## config.mk

```make
export PLATFORM = sky130hd
export DESIGN_NAME = dram_port_arbiter
export DESIGN_NICKNAME = d
export VERILOG_FILES = /design/src/rtl/mem_arb_pkg.sv /design/src/rtl/dram_port_arbiter_sat_counter.sv /design/src/rtl/dram_port_arbiter.sv
export SDC_FILE = /design/constraint.sdc
export NUM_CORES = 1
export LEC_CHECK = 0
export ABC_AREA = 1
export BUFFER_PORTS_ARGS = -buffer_cell sky130_fd_sc_hd__clkbuf_2
export CELL_PAD_IN_SITES_DETAIL_PLACEMENT = 0
export CELL_PAD_IN_SITES_GLOBAL_PLACEMENT = 1
export CORE_MARGIN = 2
export CORE_UTILIZATION = 23
export CTS_BUF_LIST = sky130_fd_sc_hd__clkbuf_16
export CTS_CLUSTER_DIAMETER = 50
export DETAILED_ROUTE_END_ITERATION = 7
export HOLD_SLACK_MARGIN = 0.02
export MAX_ROUTING_LAYER = met4
export PLACE_DENSITY_LB_ADDON = 0.1
export SLEW_MARGIN = 30
export SYNTH_ARGS = -nofsm -noshare
export SYNTH_HDL_FRONTEND = slang
export SYNTH_SLANG_ARGS = --single-unit
export TNS_END_PERCENT = 5
```

## constraint.sdc

```tcl
create_clock -name clk -period 2.1 [get_ports clk]
set_input_delay 0.105 -clock clk [delete_from_list [all_inputs] [get_ports clk]]
set_output_delay 0.105 -clock clk [all_outputs]
set_load 0.01 [all_outputs]
```

## src/rtl/mem_arb_pkg.sv

```systemverilog
// Shared types and constants for the DRAM port arbiter: host FSM states,
// default bus widths and the grant encoding used to steer the DRAM mux.
package mem_arb_pkg;

   typedef enum logic {
      HOST_IDLE = 1'b0,
      HOST_ACK  = 1'b1
   } host_state_t;

   localparam int ADDR_W_DEF = 32;
   localparam int DATA_W_DEF = 32;

   localparam logic [1:0] GNT_NONE = 2'd0;
   localparam logic [1:0] GNT_CPU  = 2'd1;
   localparam logic [1:0] GNT_HOST = 2'd2;

   function automatic logic [1:0] grant_code(input logic gnt_host, input logic gnt_cpu);
      logic [1:0] code;
      code = GNT_NONE;
      if (gnt_host)
         code = GNT_HOST;
      else if (gnt_cpu)
         code = GNT_CPU;
      return code;
   endfunction

endpackage

```

## src/rtl/dram_port_arbiter_sat_counter.sv

```systemverilog
// Saturating up-counter with synchronous clear; clear has priority over increment.
module sat_counter #(
   parameter int WIDTH = 8,
   parameter int LIMIT = 4
) (
   input  logic clk,
   input  logic reset,
   input  logic clr,
   input  logic inc,
   output logic at_limit
);

   localparam logic [WIDTH-1:0] LIMIT_W = WIDTH'(LIMIT);

   logic [WIDTH-1:0] cnt_reg;

   assign at_limit = (cnt_reg >= LIMIT_W);

   always_ff @(posedge clk or negedge reset) begin
      if (!reset)
         cnt_reg <= '0;
      else if (clr)
         cnt_reg <= '0;
      else if (inc && !at_limit)
         cnt_reg <= cnt_reg + 1'b1;
   end

endmodule

```

## src/rtl/dram_port_arbiter.sv

```systemverilog
// Shares one DRAM data port between the CPU (priority) and a host loader that
// is guaranteed a slot after STARVE_LIMIT lost cycles; host completes with a one-cycle ack.
module dram_port_arbiter
   import mem_arb_pkg::*;
#(
   parameter int ADDR_W       = ADDR_W_DEF,
   parameter int DATA_W       = DATA_W_DEF,
   parameter int STARVE_LIMIT = 4,
   parameter int CNT_W        = 8
) (
   input  logic              clk,
   input  logic              reset,
   input  logic              cpu_req,
   input  logic              cpu_we,
   input  logic [ADDR_W-1:0] cpu_addr,
   input  logic [DATA_W-1:0] cpu_wdata,
   output logic [DATA_W-1:0] cpu_rdata,
   output logic              cpu_stall,
   input  logic              host_req,
   input  logic              host_we,
   input  logic [ADDR_W-1:0] host_addr,
   input  logic [DATA_W-1:0] host_wdata,
   output logic [DATA_W-1:0] host_rdata,
   output logic              host_ack,
   output logic              dram_we,
   output logic [ADDR_W-1:0] dram_addr,
   output logic [DATA_W-1:0] dram_wdata,
   input  logic [DATA_W-1:0] dram_rdata
);

   host_state_t       state_reg, state_next;
   logic [DATA_W-1:0] host_rdata_reg;
   logic              host_eligible;
   logic              grant_host;
   logic              grant_cpu;
   logic [1:0]        grant_sel;
   logic              starved;
   logic              cnt_clr;
   logic              cnt_inc;

   assign host_eligible = host_req && (state_reg == HOST_IDLE);
   assign grant_host    = host_eligible && (!cpu_req || starved);
   assign grant_cpu     = cpu_req && !grant_host;
   assign grant_sel     = grant_code(grant_host, grant_cpu);

   // Waiting only counts while the host is actually competing; dropping the
   // request or winning a slot restarts the starvation window.
   assign cnt_clr = !host_req || grant_host;
   assign cnt_inc = host_eligible && grant_cpu;

   sat_counter #(
      .WIDTH (CNT_W),
      .LIMIT (STARVE_LIMIT)
   ) u_starve_cnt (
      .clk      (clk),
      .reset    (reset),
      .clr      (cnt_clr),
      .inc      (cnt_inc),
      .at_limit (starved)
   );

   always_comb begin
      state_next = state_reg;
      case (state_reg)
         HOST_IDLE: if (grant_host) state_next = HOST_ACK;
         HOST_ACK:  state_next = HOST_IDLE;
         default:   state_next = HOST_IDLE;
      endcase
   end

   always_ff @(posedge clk or negedge reset) begin
      if (!reset) begin
         state_reg      <= HOST_IDLE;
         host_rdata_reg <= '0;
      end else begin
         state_reg <= state_next;
         if (grant_host)
            host_rdata_reg <= dram_rdata;
      end
   end

   always_comb begin
      dram_we    = 1'b0;
      dram_addr  = cpu_addr;
      dram_wdata = cpu_wdata;
      case (grant_sel)
         GNT_HOST: begin
            dram_we    = host_we;
            dram_addr  = host_addr;
            dram_wdata = host_wdata;
         end
         GNT_CPU:  dram_we = cpu_we;
         default:  dram_we = 1'b0;
      endcase
   end

   assign cpu_rdata  = dram_rdata;
   assign cpu_stall  = cpu_req && grant_host;
   assign host_ack   = (state_reg == HOST_ACK);
   assign host_rdata = host_rdata_reg;

endmodule
```

==> results.sh, run 1 <==
export IMPL_wl_per_cell_um=13.3
export IMPL_htreeDepth=2
export IMPL_setup_viol=0
export IMPL_ys_types=14
export IMPL_maxCapViolations=0
export IMPL_setup_tns_ps=0
export IMPL_fin_crit_sh_pct=89.5
export IMPL_hp_start="dram_rdata[29]"
export IMPL_fin_util_pct=36.4
export IMPL_dr_pass1_iters=5
export IMPL_placed_cells=850
export IMPL_num_rows=40
export IMPL_antenna_found_initial=0
export IMPL_final_cells=859
export IMPL_startpoint_type="flop"
export IMPL_first_global_vias=3186
export IMPL_die_h_um=115
export IMPL_p_leak_nw=2.87
export IMPL_holdPathStages=3
export IMPL_period_needed_ps=1880
export IMPL_cts_buffers=5
export IMPL_r2r_end="host_rdata[11]"
export IMPL_tightest_slew_ps=522
export IMPL_slew_headroom_pct=65.2
export IMPL_worstHoldPathType="input pin to flop"
export IMPL_core_area_mm2=0.0121
export IMPL_worstPathMaxFanout=36
export IMPL_total_power_mw=2.53
export IMPL_gp_congestion=0.770
export IMPL_reg2reg_slack_ps=680
export IMPL_grt_usage_pct=16.1
export IMPL_via_per_inst=4.22
export IMPL_synth_seq_cells=41
export IMPL_cellPowerDensity_mw_per_mm2=576
export IMPL_rsz0062_at_grt="false"
export IMPL_reg2regPathDepth=8
export IMPL_area_delta_synth_final_pct=53.9
export IMPL_io_buffer_count=296
export IMPL_hold_viol=0
export IMPL_pwr_share_comb_pct=34.9
export IMPL_grt_pass1_wl_mm=16.4
export IMPL_cts_sinks=41
export IMPL_path_class="flop to output pin"
export IMPL_p_sw_uw=841
export IMPL_post_cts_resize_count=0
export IMPL_drc=0
export IMPL_pin_count=297
export IMPL_p_clk_share_pct=27.8
export IMPL_insertion_delay_ps=270
export IMPL_hold_end="host_rdata[29]"
export IMPL_drive_above_1_share_pct=45.6
export IMPL_cp_common_cell="nand2_1"
export IMPL_ant_nets=0
export IMPL_status="completed"
export IMPL_synth_avg_cell_area_um2=6.49
export IMPL_grt_max_degree=71
export IMPL_dieArea_mm2=0.0133
export IMPL_cpPeakStageDelay_ps=360
export IMPL_post_cts_repair_setup_buffers=0
export IMPL_report_final_slew_viol_count=0
export IMPL_cts_buffer_depth=2
export IMPL_cts_tree="done"
export IMPL_mostFrequentLayoutCells="clkbuf_2 (296), nand2_1 (205), nand3_1 (103), dfrtp_1 (41), inv_1 (15)"
export IMPL_initial_utilization_pct=23.7
export IMPL_vias=3626
export IMPL_arrival_ps=1770
export IMPL_yosys_warnings=0
export IMPL_clk_pin_slew_worst_paths_ps=60
export IMPL_synth_nets=608
export IMPL_drt_iter0_markers=223
export IMPL_holdBufCountCts=1
export IMPL_seqPwrFrac_pct=37.3
export IMPL_ir_worst_vdd_uv=246
export IMPL_fmax_ghz=0.532
export IMPL_netlist_area_mm2=0.00286
export IMPL_diodes=0
export IMPL_dpl_hpwl_mm=8.96
export IMPL_die_x_um=115
export IMPL_netlist_instances=440
export IMPL_final_common_cell="clkbuf_2"
export IMPL_slowest_stage="dfrtp_1"
export IMPL_largest_reg_flops=32
export IMPL_crit_required_ps=2000
export IMPL_drt_total_wl_mm=11.4
export IMPL_num_nets_final=858
export IMPL_r2r_start="u_starve_cnt.cnt_reg[7]"
export IMPL_power_share_switching_pct=33.2
export IMPL_cts_root_buffer="clkbuf_16"
export IMPL_ys_seq_area_share_pct=35.9
export IMPL_overflow=0
export IMPL_path_cells="inv_1, nand2_1, nor2_1, nand2_4, nand2_4, buf_4, nand2_1, nand2_1, clkbuf_2"
export IMPL_skew_ps=2.27
export IMPL_internal_power_mw=1.69
export IMPL_end_kind="output pin"
==> area by class of cell <==
cell class | instances | area [um2]
well taps | 168 | 210
clock buffers | 5 | 125
repair buffers | 306 | 1580
clock inverters | 3 | 11.3
flip-flops and latches | 41 | 1030
inverters | 13 | 48.8
multi-input cells | 323 | 1390
fillers | 1332 | 7670
==> cells by family after synthesis <==
family        Yosys count  share of synthesized area, %
buf+inv                76                          15.7
xor+xnor                1                         0.307
simple gates          320                          47.2
fa+ha+maj               2                         0.876
flops                  41                          35.9
==> stage by stage <==
stage | cell area [um2] | hold slack, ps | setup slack [ps]
floorplan | 2860 | -191 | 751
global placement | 4250 | 212 | 540
detailed placement | 4250 | 213 | 467
CTS | 4390 | 65.1 | 172
global route | 4390 | 66.1 | 47.9
finish | 4390 | 69.2 | 220
==> Yosys cell counts <==
library cell	n	share of area (%)
nand3_1	103	18
inv_2	1	0.13
nor2_1	9	1.2
buf_2	19	3.3
dfrtp_1	41	36
inv_1	12	1.6
buf_6	1	0.39
xor2_1	1	0.31
nand2_1	205	27
ha_1	2	0.88
nor2_2	1	0.22
buf_4	35	9.2
nand2_4	2	0.79
clkbuf_1	8	1.1
==> critical path, delay by kind of cell (launching register included) <==
| family | cells | cell delay [ps] |
|---|---|---|
| simple gates | 6 | 580 |
| buf+inv | 3 | 560 |
| flops | 1 | 360 |
==> power by group through the flow <==
stage	combinational, mW	sequential (mW)	clock (mW)
after floorplan	0.408	0.997	0
after global placement	0.897	0.957	0
after detailed placement	0.900	0.955	0
after CTS	0.901	0.945	0.736
after global routing	0.987	0.957	0.773
final	0.883	0.944	0.704
==> layer usage <==
metal	track usage, %	up-vias	share of wire (%)
li1	-	1852	-
met4	3.29	0	1.3
met1	20.4	1595	42
met5	-	-	0
met3	2.67	8	7.3
met2	27.1	171	50
==> how the worst max path moves through the flow <==
stage / start / endpoint / slack, ps / cells past startpoint
global route: u_starve_cnt.cnt_reg[7] / dram_addr[22] / 50 / 9
finish: u_starve_cnt.cnt_reg[7] / dram_addr[30] / 220 / 9
detailed placement: u_starve_cnt.cnt_reg[7] / dram_addr[30] / 470 / 9
floorplan: host_ack / dram_addr[0] / 750 / 5
CTS: u_starve_cnt.cnt_reg[7] / dram_addr[30] / 170 / 9
global placement: u_starve_cnt.cnt_reg[7] / dram_addr[29] / 540 / 9
Power figures use the tool's default switching activity.
==> inputs of run 2 (changes only) <==
--- a/config.mk
+++ b/config.mk
@@ -9,11 +9,11 @@
 export BUFFER_PORTS_ARGS = -buffer_cell sky130_fd_sc_hd__clkbuf_2
 export CELL_PAD_IN_SITES_DETAIL_PLACEMENT = 0
 export CELL_PAD_IN_SITES_GLOBAL_PLACEMENT = 1
-export CORE_MARGIN = 2
-export CORE_UTILIZATION = 23
+export CORE_AREA = 2 2 115 117
 export CTS_BUF_LIST = sky130_fd_sc_hd__clkbuf_16
 export CTS_CLUSTER_DIAMETER = 50
 export DETAILED_ROUTE_END_ITERATION = 7
+export DIE_AREA = 0 0 117 119
 export HOLD_SLACK_MARGIN = 0.02
 export MAX_ROUTING_LAYER = met4
 export PLACE_DENSITY_LB_ADDON = 0.1
==> results.sh, run 2 (synthesis gave the netlist of run 1 again) <==
export IMPL_core_area_mm2=0.0129
export IMPL_end_kind="output pin"
export IMPL_r2r_start="u_starve_cnt.cnt_reg[2]"
export IMPL_fmax_ghz=0.535
export IMPL_worstHoldPathType="input pin to flop"
export IMPL_power_share_switching_pct=30.7
export IMPL_gp_congestion=0.826
export IMPL_io_buffer_count=296
export IMPL_p_clk_share_pct=34.9
export IMPL_cts_tree="done"
export IMPL_cts_buffers=5
export IMPL_p_leak_nw=2.90
export IMPL_slew_headroom_pct=64.4
export IMPL_dpl_hpwl_mm=8.68
export IMPL_placed_cells=858
export IMPL_wl_per_cell_um=12.9
export IMPL_overflow=0
export IMPL_final_seq_area_mm2=0.00103
export IMPL_reg2reg_slack_ps=650
export IMPL_arrival_ps=1760
export IMPL_final_area_mm2=0.00450
export IMPL_setup_viol=0
export IMPL_clk_pin_slew_worst_paths_ps=60
export IMPL_cellPowerDensity_mw_per_mm2=626
export IMPL_first_global_vias=3269
export IMPL_drt_iter0_markers=150
export IMPL_vias=3642
export IMPL_internal_power_mw=1.95
export IMPL_largest_reg_flops=32
export IMPL_setup_tns_ps=0
export IMPL_dr_pass1_iters=4
export IMPL_skew_ps=9.95
export IMPL_cts_buffer_depth=2
export IMPL_multi_input_area_mm2=0.00139
export IMPL_grt_pass1_wl_mm=16.4
export IMPL_diodes=0
export IMPL_final_common_cell="clkbuf_2"
export IMPL_holdPathStages=3
export IMPL_tightest_slew_ps=533
export IMPL_maxCapViolations=0
export IMPL_period_needed_ps=1870
export IMPL_htreeDepth=2
export IMPL_pwr_share_comb_pct=31.6
export IMPL_report_final_slew_viol_count=0
export IMPL_fin_util_pct=34.9
export IMPL_area_delta_synth_final_pct=57.4
export IMPL_hp_start="dram_rdata[6]"
export IMPL_dieArea_mm2=0.0139
export IMPL_hold_end="host_rdata[6]"
export IMPL_total_power_mw=2.81
export IMPL_antenna_found_initial=0
export IMPL_grt_usage_pct=15.2
export IMPL_worstPathMaxFanout=39
export IMPL_ir_worst_vdd_uv=316
export IMPL_r2r_end="host_rdata[23]"
export IMPL_pin_count=297
export IMPL_crit_required_ps=2000
export IMPL_drc=0
export IMPL_cts_sinks=41
export IMPL_grt_max_degree=57
export IMPL_p_sw_uw=863
export IMPL_num_nets_final=858
export IMPL_drive_above_1_share_pct=46.0
export IMPL_insertion_delay_ps=280
export IMPL_nFillCells=1429
export IMPL_seqPwrFrac_pct=33.5
export IMPL_status="completed"
export IMPL_hold_viol=0
export IMPL_cts_root_buffer="clkbuf_16"
export IMPL_via_per_inst=4.20
export IMPL_rsz0062_at_grt="false"
export IMPL_mostFrequentLayoutCells="clkbuf_2 (296), nand2_1 (205), nand3_1 (103), dfrtp_1 (41), inv_1 (12)"
export IMPL_post_cts_repair_setup_buffers=0
export IMPL_drt_total_wl_mm=11.1
export IMPL_startpoint_type="flop"
export IMPL_initial_utilization_pct=22.2
export IMPL_ant_nets=0
export IMPL_num_rows=42
export IMPL_reg2regPathDepth=7
export IMPL_placed_area_mm2=0.00430
export IMPL_path_class="flop to output pin"
export IMPL_holdBufCountCts=1
export IMPL_die_x_um=117
export IMPL_final_cells=867
export IMPL_die_h_um=119
export IMPL_post_cts_resize_count=0
export IMPL_fin_crit_sh_pct=89.0
[run 2: cell types whose count changed in the layout (fill, tap and decap cells not counted), sizes merged]
cell	previous run	this run
bufinv	0	2
inv	16	13
clkinv	0	1
[run 2: routing by layer]
layer	vias up	GRT usage, %	share of wire [%]
met2	177	26.5	49
met4	0	3.90	2.0
met1	1591	17.9	41
met5	-	-	0
met3	14	2.65	8.5
li1	1860	-	-
[run 2: final cells by class]
type                            count  share of cell area [%]
Clock buffer                        5                    2.78
Tap cell                          176                    4.90
Multi-Input combinational cell    323                    30.9
Sequential cell                    41                    22.8
Timing Repair Buffer              306                    36.1
Clock inverter                      3                    1.45
Inverter                           13                    1.09
[run 2: worst max-delay path, stage by stage, from the launching register on]
cell	delay [ps]
dfrtp_1	430
inv_2	60
nand2_1	60
nor2_2	130
nand2_4	90
nand2_4	170
buf_12	230
nand2_1	80
nand2_1	70
clkbuf_2	130
[run 2: metrics by stage]
step	hold slack (ps)	setup slack (ps)
after floorplan	-191	751
after detailed placement	216	503
after global routing	63.2	74.7
final	58.7	230
after CTS	55.4	190
after global placement	212	529
[run 2: worst max path at each step]
stage                                       start             end  slack, ps  cells past startpoint
after global placement    u_starve_cnt.cnt_reg[2]   dram_wdata[1]        530                      9
after detailed placement  u_starve_cnt.cnt_reg[2]   dram_wdata[4]        500                      9
after global routing      u_starve_cnt.cnt_reg[2]  dram_wdata[15]         70                      9
final                     u_starve_cnt.cnt_reg[2]   dram_wdata[4]        230                      9
after floorplan                          host_ack    dram_addr[0]        750                      5
after CTS                 u_starve_cnt.cnt_reg[2]  dram_wdata[23]        190                      9
[run 2: power by group through the flow]
stage | logic (mW) | clock network, mW | registers [mW]
6_report | 0.891 | 0.981 | 0.943
5_1_grt | 1.00 | 1.05 | 0.956
4_1_cts | 0.911 | 1.02 | 0.944
3_5_place_dp | 0.908 | 0 | 0.955
3_3_place_gp | 0.913 | 0 | 0.951
2_1_floorplan | 0.408 | 0 | 0.997
